<file path="src/rtl/div4_seq.sv">
// Sequential unsigned restoring divider: one quotient bit per clock behind a
// start/busy/done handshake, with a one-cycle divide-by-zero shortcut.
module div4_seq #(
  parameter int WIDTH = 4
) (
  input  logic             CLK_in,
  input  logic             RST_in,
  input  logic             START_in,
  input  logic [WIDTH-1:0] A_in,
  input  logic [WIDTH-1:0] B_in,
  output logic [WIDTH-1:0] Q_out,
  output logic [WIDTH-1:0] R_out,
  output logic             BUSY_out,
  output logic             DONE_out,
  output logic             DZ_out
);

  localparam int CW = (WIDTH > 2) ? $clog2(WIDTH) : 1;
  localparam logic [CW-1:0] LAST = CW'(WIDTH - 1);

  typedef enum logic [1:0] {IDLE, RUN, DZERO} state_t;

  state_t           state, state_n;
  logic [WIDTH-1:0] w, w_n;
  logic [WIDTH:0]   p, p_n;
  logic [WIDTH-1:0] d, d_n;
  logic [CW-1:0]    cnt, cnt_n;
  logic [WIDTH-1:0] q_n, r_n;
  logic             done_n, dz_n;

  logic [WIDTH:0]   p_sh;
  logic [WIDTH-1:0] w_sh;
  logic [WIDTH:0]   diff;

  // {P,W} shifted left one place; diff's MSB is the borrow of the trial subtract.
  assign p_sh = {p[WIDTH-1:0], w[WIDTH-1]};
  assign w_sh = {w[WIDTH-2:0], 1'b0};
  assign diff = p_sh - {1'b0, d};

  assign BUSY_out = (state != IDLE);

  always_ff @(posedge CLK_in) begin
    if (RST_in) begin
      state    <= IDLE;
      w        <= '0;
      p        <= '0;
      d        <= '0;
      cnt      <= '0;
      Q_out    <= '0;
      R_out    <= '0;
      DONE_out <= 1'b0;
      DZ_out   <= 1'b0;
    end else begin
      state    <= state_n;
      w        <= w_n;
      p        <= p_n;
      d        <= d_n;
      cnt      <= cnt_n;
      Q_out    <= q_n;
      R_out    <= r_n;
      DONE_out <= done_n;
      DZ_out   <= dz_n;
    end
  end

  always_comb begin
    state_n = state;
    w_n     = w;
    p_n     = p;
    d_n     = d;
    cnt_n   = cnt;
    q_n     = Q_out;
    r_n     = R_out;
    dz_n    = DZ_out;
    done_n  = 1'b0;

    case (state)
      IDLE: begin
        if (START_in) begin
          w_n     = A_in;
          p_n     = '0;
          d_n     = B_in;
          cnt_n   = '0;
          state_n = (B_in == '0) ? DZERO : RUN;
        end
      end

      RUN: begin
        // Keep the difference only when the subtract did not borrow (restoring step).
        p_n   = diff[WIDTH] ? p_sh : diff;
        w_n   = {w_sh[WIDTH-1:1], ~diff[WIDTH]};
        cnt_n = cnt + CW'(1);
        if (cnt == LAST) begin
          q_n     = w_n;
          r_n     = p_n[WIDTH-1:0];
          dz_n    = 1'b0;
          done_n  = 1'b1;
          cnt_n   = '0;
          state_n = IDLE;
        end
      end

      DZERO: begin
        q_n     = '1;
        r_n     = w;
        dz_n    = 1'b1;
        done_n  = 1'b1;
        state_n = IDLE;
      end

      default: state_n = IDLE;
    endcase
  end

endmodule

</file>
<file path="config.mk">
export PLATFORM = sky130hd
export DESIGN_NAME = div4_seq
export DESIGN_NICKNAME = d
export VERILOG_FILES = /design/src/rtl/div4_seq.sv
export SDC_FILE = /design/constraint.sdc
export NUM_CORES = 1
export LEC_CHECK = 0
export CAP_MARGIN = 10
export CELL_PAD_IN_SITES_DETAIL_PLACEMENT = 0
export CELL_PAD_IN_SITES_GLOBAL_PLACEMENT = 1
export CORE_ASPECT_RATIO = 1.5
export CORE_MARGIN = 2
export CORE_UTILIZATION = 39
export CTS_CLUSTER_DIAMETER = 150
export CTS_CLUSTER_SIZE = 40
export DETAILED_ROUTE_END_ITERATION = 16
export GPL_TIMING_DRIVEN = 1
export HOLD_SLACK_MARGIN = 0.1
export PLACE_DENSITY = 0.89
export SETUP_SLACK_MARGIN = 0.1
export SLEW_MARGIN = 20
export SYNTH_ARGS = -nofsm -noshare
export SYNTH_HDL_FRONTEND = slang
export SYNTH_SLANG_ARGS = --single-unit
</file>
<file path="constraint.sdc">
create_clock -name CLK_in -period 2.95 [get_ports CLK_in]
set_input_delay 0.59 -clock CLK_in [delete_from_list [all_inputs] [get_ports CLK_in]]
set_output_delay 0.59 -clock CLK_in [all_outputs]
set_load 0.1 [all_outputs]
</file>
=== Word-level counts from Yosys, hierarchy flattened ===
Index checks and enable logic that the tools add are counted.
W data, S select, Z words.

* Word-level logic and storage cells: 46
* Output and inout port bits: 11
* Register bits: 26
* Bits of input ports: 11

* Add/sub/neg operators: 2
* Reductions and logical operators: 9
* Bitwise operators: 1
* Mux-type cells: 20
* Eq/ne operators: 5

{| class="wikitable"
|+ Operator list
! cell !! number
|-
| $pmux W4 S2 || 4
|-
| $mux W4 || 5
|-
| $mux W2 || 5
|-
| $pmux W2 S2 || 2
|-
| $reduce_and A2 Y1 || 4
|-
| $reduce_bool A2 Y1 || 3
|-
| $sub A5 B4 Y5 || 1
|-
| $eq A2 B2 Y1 const B || 2
|-
| $logic_not A4 Y1 || 1
|-
| $ne A2 B2 Y1 const B || 2
|-
| $pmux W1 S2 || 2
|-
| $add A2 B1 Y2 const B || 1
|-
| $eq A2 B1 Y1 const B || 1
|-
| $logic_not A2 Y1 || 1
|-
| $mux W1 || 2
|-
| $not A1 Y1 || 1
|}

=== Longest topological paths before layout ===
Gate-level depths: netlist of the first run.

* Depth in word-level cells: 4
* Gate-level depth with buffers: 8
* Depth with buffers taken out: 8

=== Worst setup path after synthesis of the first run ===
No wires, ideal clock.

* Path type: register to register
* Start: register w[3]
* End: register p[0]
* Arrival time: 2.079 ns
* Slack: 0.778 ns
* Required time: 2.858 ns
* Library setup time: 0.092 ns
* Period minus slack after synthesis: 2.172 ns
* Stages on the path, launching flop included: 9
* Buffers on the path: 0
* Cells stage by stage: dfxtp_1 > inv_1 > ha_1 > fa_1 > nand2b_1 > a21oi_2 > xor2_4 > mux2_1 > o32ai_1

* Word-level cells in the longest chain between the ends: 3

{| class="wikitable"
|+ RTL lines
! what !! RTL line !! source
|-
| from (decl) || 24 || <nowiki>logic [WIDTH-1:0] w, w_n;</nowiki>
|-
| from (signal assigned) || 55 || <nowiki>w <= w_n;</nowiki>
|-
| $sub A5 B4 Y5 || 38 || <nowiki>assign diff = p_sh - {1'b0, d};</nowiki>
|-
| $mux W4 * || 90 || <nowiki>p_n = diff[WIDTH] ? p_sh : diff;</nowiki>
|-
| $pmux W4 S2 * || 77 || <nowiki>case (state)</nowiki>
|-
| to (signal assigned) || 56 || <nowiki>p <= p_n;</nowiki>
|-
| to (decl) || 25 || <nowiki>logic [WIDTH:0] p, p_n;</nowiki>
|}

Mark *: on every way between the ends. The rest lies on a longest branch, timed or not.
A chain may end at the register's enable or synchronous reset.

=== Worst setup path after layout of the first run ===
Ends and elaborated chain as after synthesis.

==> impl_metrics.json, run 1 <==
{
  "netlist_top_cells_area": "dfxtp_1 38%, ha_1 7.4%, nor2_1 5.2%",
  "utilization_pct": 48.41,
  "cts_hold_buffers": 0,
  "diodes": 0,
  "final_common_cell": "dfxtp_1",
  "htreeDepth": 1,
  "synth_area_um2": 1360,
  "tightest_slew_ns": 0.6271,
  "ios": 22,
  "worstSkewPairLatency_ns": 0.27,
  "finalCritPeriodShare_pct": 80.03,
  "start_kind": "register",
  "cts_resized": 0,
  "whs_ns": 0.4633,
  "grt_pass1_vias": 1087,
  "vdd_drop_max_mv": 0.3495,
  "place.gp.congestion": 0.8767,
  "numCtsBuffers": 3,
  "final_area_um2": 1638,
  "grt_max_degree": 20,
  "synth_area_leader_cell": "dfxtp_1",
  "synth.yosys.seq_area_share_pct": 38.27,
  "leakage_nw": 0.6444,
  "drtIter0Drc": 58,
  "area_growth_pct": 20.42,
  "max-clock-path-buffers": 2,
  "start_util_pct": 40.20,
  "ys_types": 35,
  "finalHoldViolCount": 0,
  "synth_top_area_share_pct": 38.27,
  "drt-total-wl_um": 2989,
  "rows": 26,
  "port_buffers": 21,
  "drv_slew": 0,
  "status": "complete, no violations",
  "endpoint_kind": "register",
  "ys_warn_count": 0,
  "cts_tree": "done",
  "clockRootBuffer": "clkbuf_8",
  "rsz0062_at_grt": "false",
  "grt-ovfl-total": 0,
  "viasPerCell": 5.338,
  "mostFrequentLayoutCells": "26 x dfxtp_1, 19 x nor2_1, 13 x nand2_1, 13 x a21oi_1, 12 x buf_4",
  "min-delay-path-class": "register to register",
  "clock_sinks": 26,
  "ant_nets": 0,
  "die_w_um": 52.22,
  "wl_per_cell_um": 13.65,
  "fin_cells": 219,
  "relSlewSlack_pct": 58.20,
  "worstPathArrival_ns": 2.54,
  "grt_pass1_wl_um": 5195,
  "hpwl_um": 2244,
  "dp.cells": 215,
  "period_minus_slack_ns": 2.361,
  "fmax_ghz": 0.4236,
  "vias": 1169,
  "postSynthAreaPerCell_um2": 8.500,
  "path_clk_slew_ns": 0.10,
  "post_dp_cell_area_um2": 1567,
  "first_pass_iters": 6,
  "syn_inst": 160,
  "crit_type": "register to register",
  "cp_max_fo": 10,
  "gr-usage-all-layers_pct": 16.71,
  "fin_setup_tns_ns": 0,
  "drive_gt1_share_pct": 11.86,
  "coreArea_um2": 3383,
  "post-cts-setup-buffers": 0,
  "finalSetupViolCount": 0,
  "fin_skew_ns": 0.005891,
  "die_area_um2": 3985,
  "syn-num-nets": 180,
  "final_nets": 198,
  "crit_required_ns": 3.13,
  "ys_ff_latch": 26,
  "grt_antenna_before_repair": 0,
  "drc": 0,
  "maxCapViolations": 0,
  "dieHeight_um": 76.33,
  "power.density_nw_per_um2": 606.6
}
-- cells in the mapped netlist (all sizes together) --
| master | number |
|---|---|
| nor3 | 8 |
| a21oi | 14 |
| nor2b | 1 |
| fa | 1 |
| a31oi | 1 |
| inv | 10 |
| xnor2 | 2 |
| nand2b | 5 |
| xor2 | 2 |
| buf | 2 |
| o32ai | 2 |
| o21a | 1 |
| nor2 | 19 |
| dfxtp | 26 |
| o21ai | 8 |
| nand3 | 8 |
| and2 | 1 |
| clkbuf | 7 |
| a2bb2oi | 1 |
| a22oi | 1 |
| ha | 8 |
| a211oi | 4 |
| a311oi | 1 |
| mux2 | 2 |
| o41ai | 1 |
| nor3b | 1 |
| mux2i | 7 |
| nand2 | 13 |
| nor4 | 1 |
| a32oi | 2 |
-- report_power, final --
group          switching (mW)  internal, mW  total [mW]
Combinational           0.204        0.0970       0.301
Clock                   0.116         0.182       0.297
Sequential             0.0183         0.377       0.395
-- sequential cells by signal, summed over array words and instances (netlist names) --
register and count:
DONE_out 1, cnt 2, state 2, Q_out 4, DZ_out 1, w 4
p 4, R_out 4, d 4
-- stage by stage --
stage          setup slack (ns)  total power [mW]
2_1_floorplan            0.7783            0.6361
3_3_place_gp             0.6876            0.6983
3_5_place_dp             0.6066            0.7039
4_1_cts                  0.5842             1.000
5_1_grt                  0.4579             1.044
6_report                 0.5892            0.9935
-- cells by family after synthesis --
group                      after synthesis  share of synthesized area (%)
AOI/OAI and AO/OA                       36                          17.48
xor gates and xnor gates                 4                          3.956
adders and majority gates                9                          8.832
buffers and inverters                   19                          5.428
DFF                                     26                          38.27
muxes                                    9                          7.084
and+or+nand+nor                         57                          18.95
-- worst paths after layout --
kind | end | cells past startpoint | slack, ns | from
max | p[0] | 8 | 0.59 | w[3]
min | DZ_out | 2 | 0.46 | DZ_out
max reg2reg | p[0] | 8 | 0.59 | w[3]
min reg2reg | DZ_out | 2 | 0.46 | DZ_out
-- metal layers --
metal	global-route usage, %	up-vias	part of all wire (%)
met3	3.333	2	2.6
met4	4.359	0	0.77
met5	0	-	0
li1	-	590	-
met2	28.10	22	53
met1	21.37	555	44
-- final cells by class --
cell class | count | area, µm²
Tap cell | 42 | 52.55
Sequential cell | 26 | 520.5
Clock buffer | 3 | 41.29
Timing Repair Buffer | 22 | 190.2
Clock inverter | 1 | 30.03
Multi-Input combinational cell | 115 | 765.7
Inverter | 10 | 37.54
Fill cell | 330 | 1745
-- critical path, cell delays in order, from the launching register on --
cell and delay (ns):
dfxtp_1 0.34, inv_1 0.08, ha_1 0.23, fa_1 0.41, nand2b_1 0.17, a21oi_2 0.22, xor2_4 0.34, mux2_1 0.36
o32ai_1 0.12
Power figures use the tool's default switching activity.
==> run 2: changes to the inputs <==
clock period = 2.5 ns   (was 2.95 ns; I/O delays follow)
==> impl_metrics.json, run 2 (same netlist as run 1, synthesis figures left out) <==
{
  "ant_nets": 0,
  "multi_input_area_um2": 797.0,
  "cp_top_family": "adder cells",
  "power_mw": 1.215,
  "met3WireLength_um": 90,
  "cp_max_fo": 5,
  "die_area_um2": 3985,
  "final_common_cell": "dfxtp_1",
  "drtIter0Drc": 49,
  "p_int_uw": 795.2,
  "slowest_delay_ns": 0.41,
  "wl_per_cell_um": 14.54,
  "dieHeight_um": 76.33,
  "port_buffers": 21,
  "area_growth_pct": 24.93,
  "cts_tree": "done",
  "vias": 1238,
  "period_minus_slack_ns": 2.291,
  "grt_antenna_before_repair": 0,
  "fillers": 339,
  "ios": 22,
  "crit_type": "register to register",
  "status": "complete, no violations",
  "cp.depth": 8,
  "p_sw_share_pct": 34.56,
  "endpoint_kind": "register",
  "drive_gt1_share_pct": 14.84,
  "grt_pass1_wl_um": 5292,
  "p_seq_share_pct": 38.4,
  "htreeDepth": 1,
  "rsz0062_at_grt": "false",
  "place.gp.congestion": 0.8758,
  "power.density_nw_per_um2": 715.2,
  "seq_area_um2": 520.5,
  "wl_met2_um": 1787,
  "drt-total-wl_um": 3258,
  "worstSkewPairLatency_ns": 0.28,
  "diodes": 0,
  "reg2reg_depth": 8,
  "drv_slew": 0,
  "start_util_pct": 40.20,
  "final_nets": 203,
  "grt-ovfl-total": 0,
  "max-clock-path-buffers": 2,
  "drc": 0,
  "whs_ns": 0.4624,
  "worstPathCellList": "inv_1, ha_1, fa_1, nand2b_4, a21oi_4, xor2_4, mux2_1, o32ai_1",
  "first_pass_iters": 4,
  "cts_hold_buffers": 0,
  "worst-path-buf-inv": 1,
  "clock_sinks": 26,
  "min_path_cells": 2,
  "cp_slowest_cell": "fa_1",
  "grt_max_degree": 20,
  "leakage_nw": 0.6748,
  "highest_layer": "met4",
  "viasPerCell": 5.527,
  "finalSetupViolCount": 0,
  "vdd_drop_max_mv": 0.3666,
  "clockRootBuffer": "clkbuf_8",
  "fin_setup_tns_ns": 0,
  "finalHoldViolCount": 0,
  "gr-usage-all-layers_pct": 17.33,
  "tightest_slew_ns": 0.6195,
  "path_clk_slew_ns": 0.09,
  "mostFrequentLayoutCells": "26 x dfxtp_1, 19 x nor2_1, 16 x buf_4",
  "relSlewSlack_pct": 58.70,
  "hpwl_um": 2341,
  "finalCritPeriodShare_pct": 91.64,
  "grt_pass1_vias": 1171,
  "power_frac_comb_pct": 32.1,
  "numCtsBuffers": 3,
  "clock_power_share_pct": 29.4,
  "coreArea_um2": 3383,
  "rows": 26,
  "start_kind": "register",
  "fin_skew_ns": 0.002190,
  "fmax_ghz": 0.4365,
  "wl_met1_um": 1323,
  "maxCapViolations": 0,
  "die_w_um": 52.22,
  "r2r_setup_slack_ns": 0.21,
  "worstPathArrival_ns": 2.48,
  "min-delay-path-class": "register to register",
  "crit_required_ns": 2.69,
  "p_switching_uw": 420.0
}
## run 2: changes by cell type in the layout (fill, tap and decap cells not counted), sizes merged
| cell | previous run | this run |
|---|---|---|
| buf | 12 | 16 |
| xor2 | 2 | 3 |
## run 2: timing repair
action                     CTS  global route
setup endpoints to repair    0             4
resized for setup            0             2
buffers inserted             0             3
hold endpoints to repair     0             0
## run 2: metal layers
layer / vias up / track usage [%]
li1: 598 / -
met3: 5 / 1.176
met1: 610 / 19.98
met5: - / 0
met4: 0 / 6.923
met2: 25 / 31.65
## run 2: through the flow
| stage | utilization, % | cell area (µm²) | setup slack [ns] | std cells |
|---|---|---|---|---|
| after CTS | 48.63 | 1645 | 0.1156 | 220 |
| after global routing | 50.22 | 1699 | 0.08319 | 224 |
| after global placement | 46.52 | 1574 | 0.2393 | 216 |
| final | 50.22 | 1699 | 0.2089 | 224 |
| after detailed placement | 46.52 | 1574 | 0.1565 | 216 |
| after floorplan | - | 1360 | 0.3283 | 160 |
## run 2: worst min-delay path, stage by stage, from the launching register on
cell	delay [ns]
dfxtp_1	0.32
nand2_1	0.05
a21oi_1	0.05
## run 2: cell type report
type | instances | area share (%)
Sequential cell | 26 | 30.63
Clock inverter | 1 | 1.767
Timing Repair Buffer | 26 | 12.96
Tap cell | 42 | 3.093
Clock buffer | 3 | 2.430
Inverter | 10 | 2.209
Multi-Input combinational cell | 116 | 46.91
## run 2: power groups by stage
stage	Combinational (mW)	Clock, mW	Sequential (mW)
5_1_grt	0.417	0.379	0.472
3_3_place_gp	0.351	0	0.475
2_1_floorplan	0.186	0	0.564
4_1_cts	0.360	0.365	0.467
6_report	0.391	0.357	0.467
3_5_place_dp	0.358	0	0.476
## run 2: path summary, 6_finish.rpt
check / from / endpoint
worst max register to register: w[3] / p[1]
worst min-delay path: DZ_out / DZ_out
worst max-delay path: w[3] / p[1]
worst min register to register: DZ_out / DZ_out
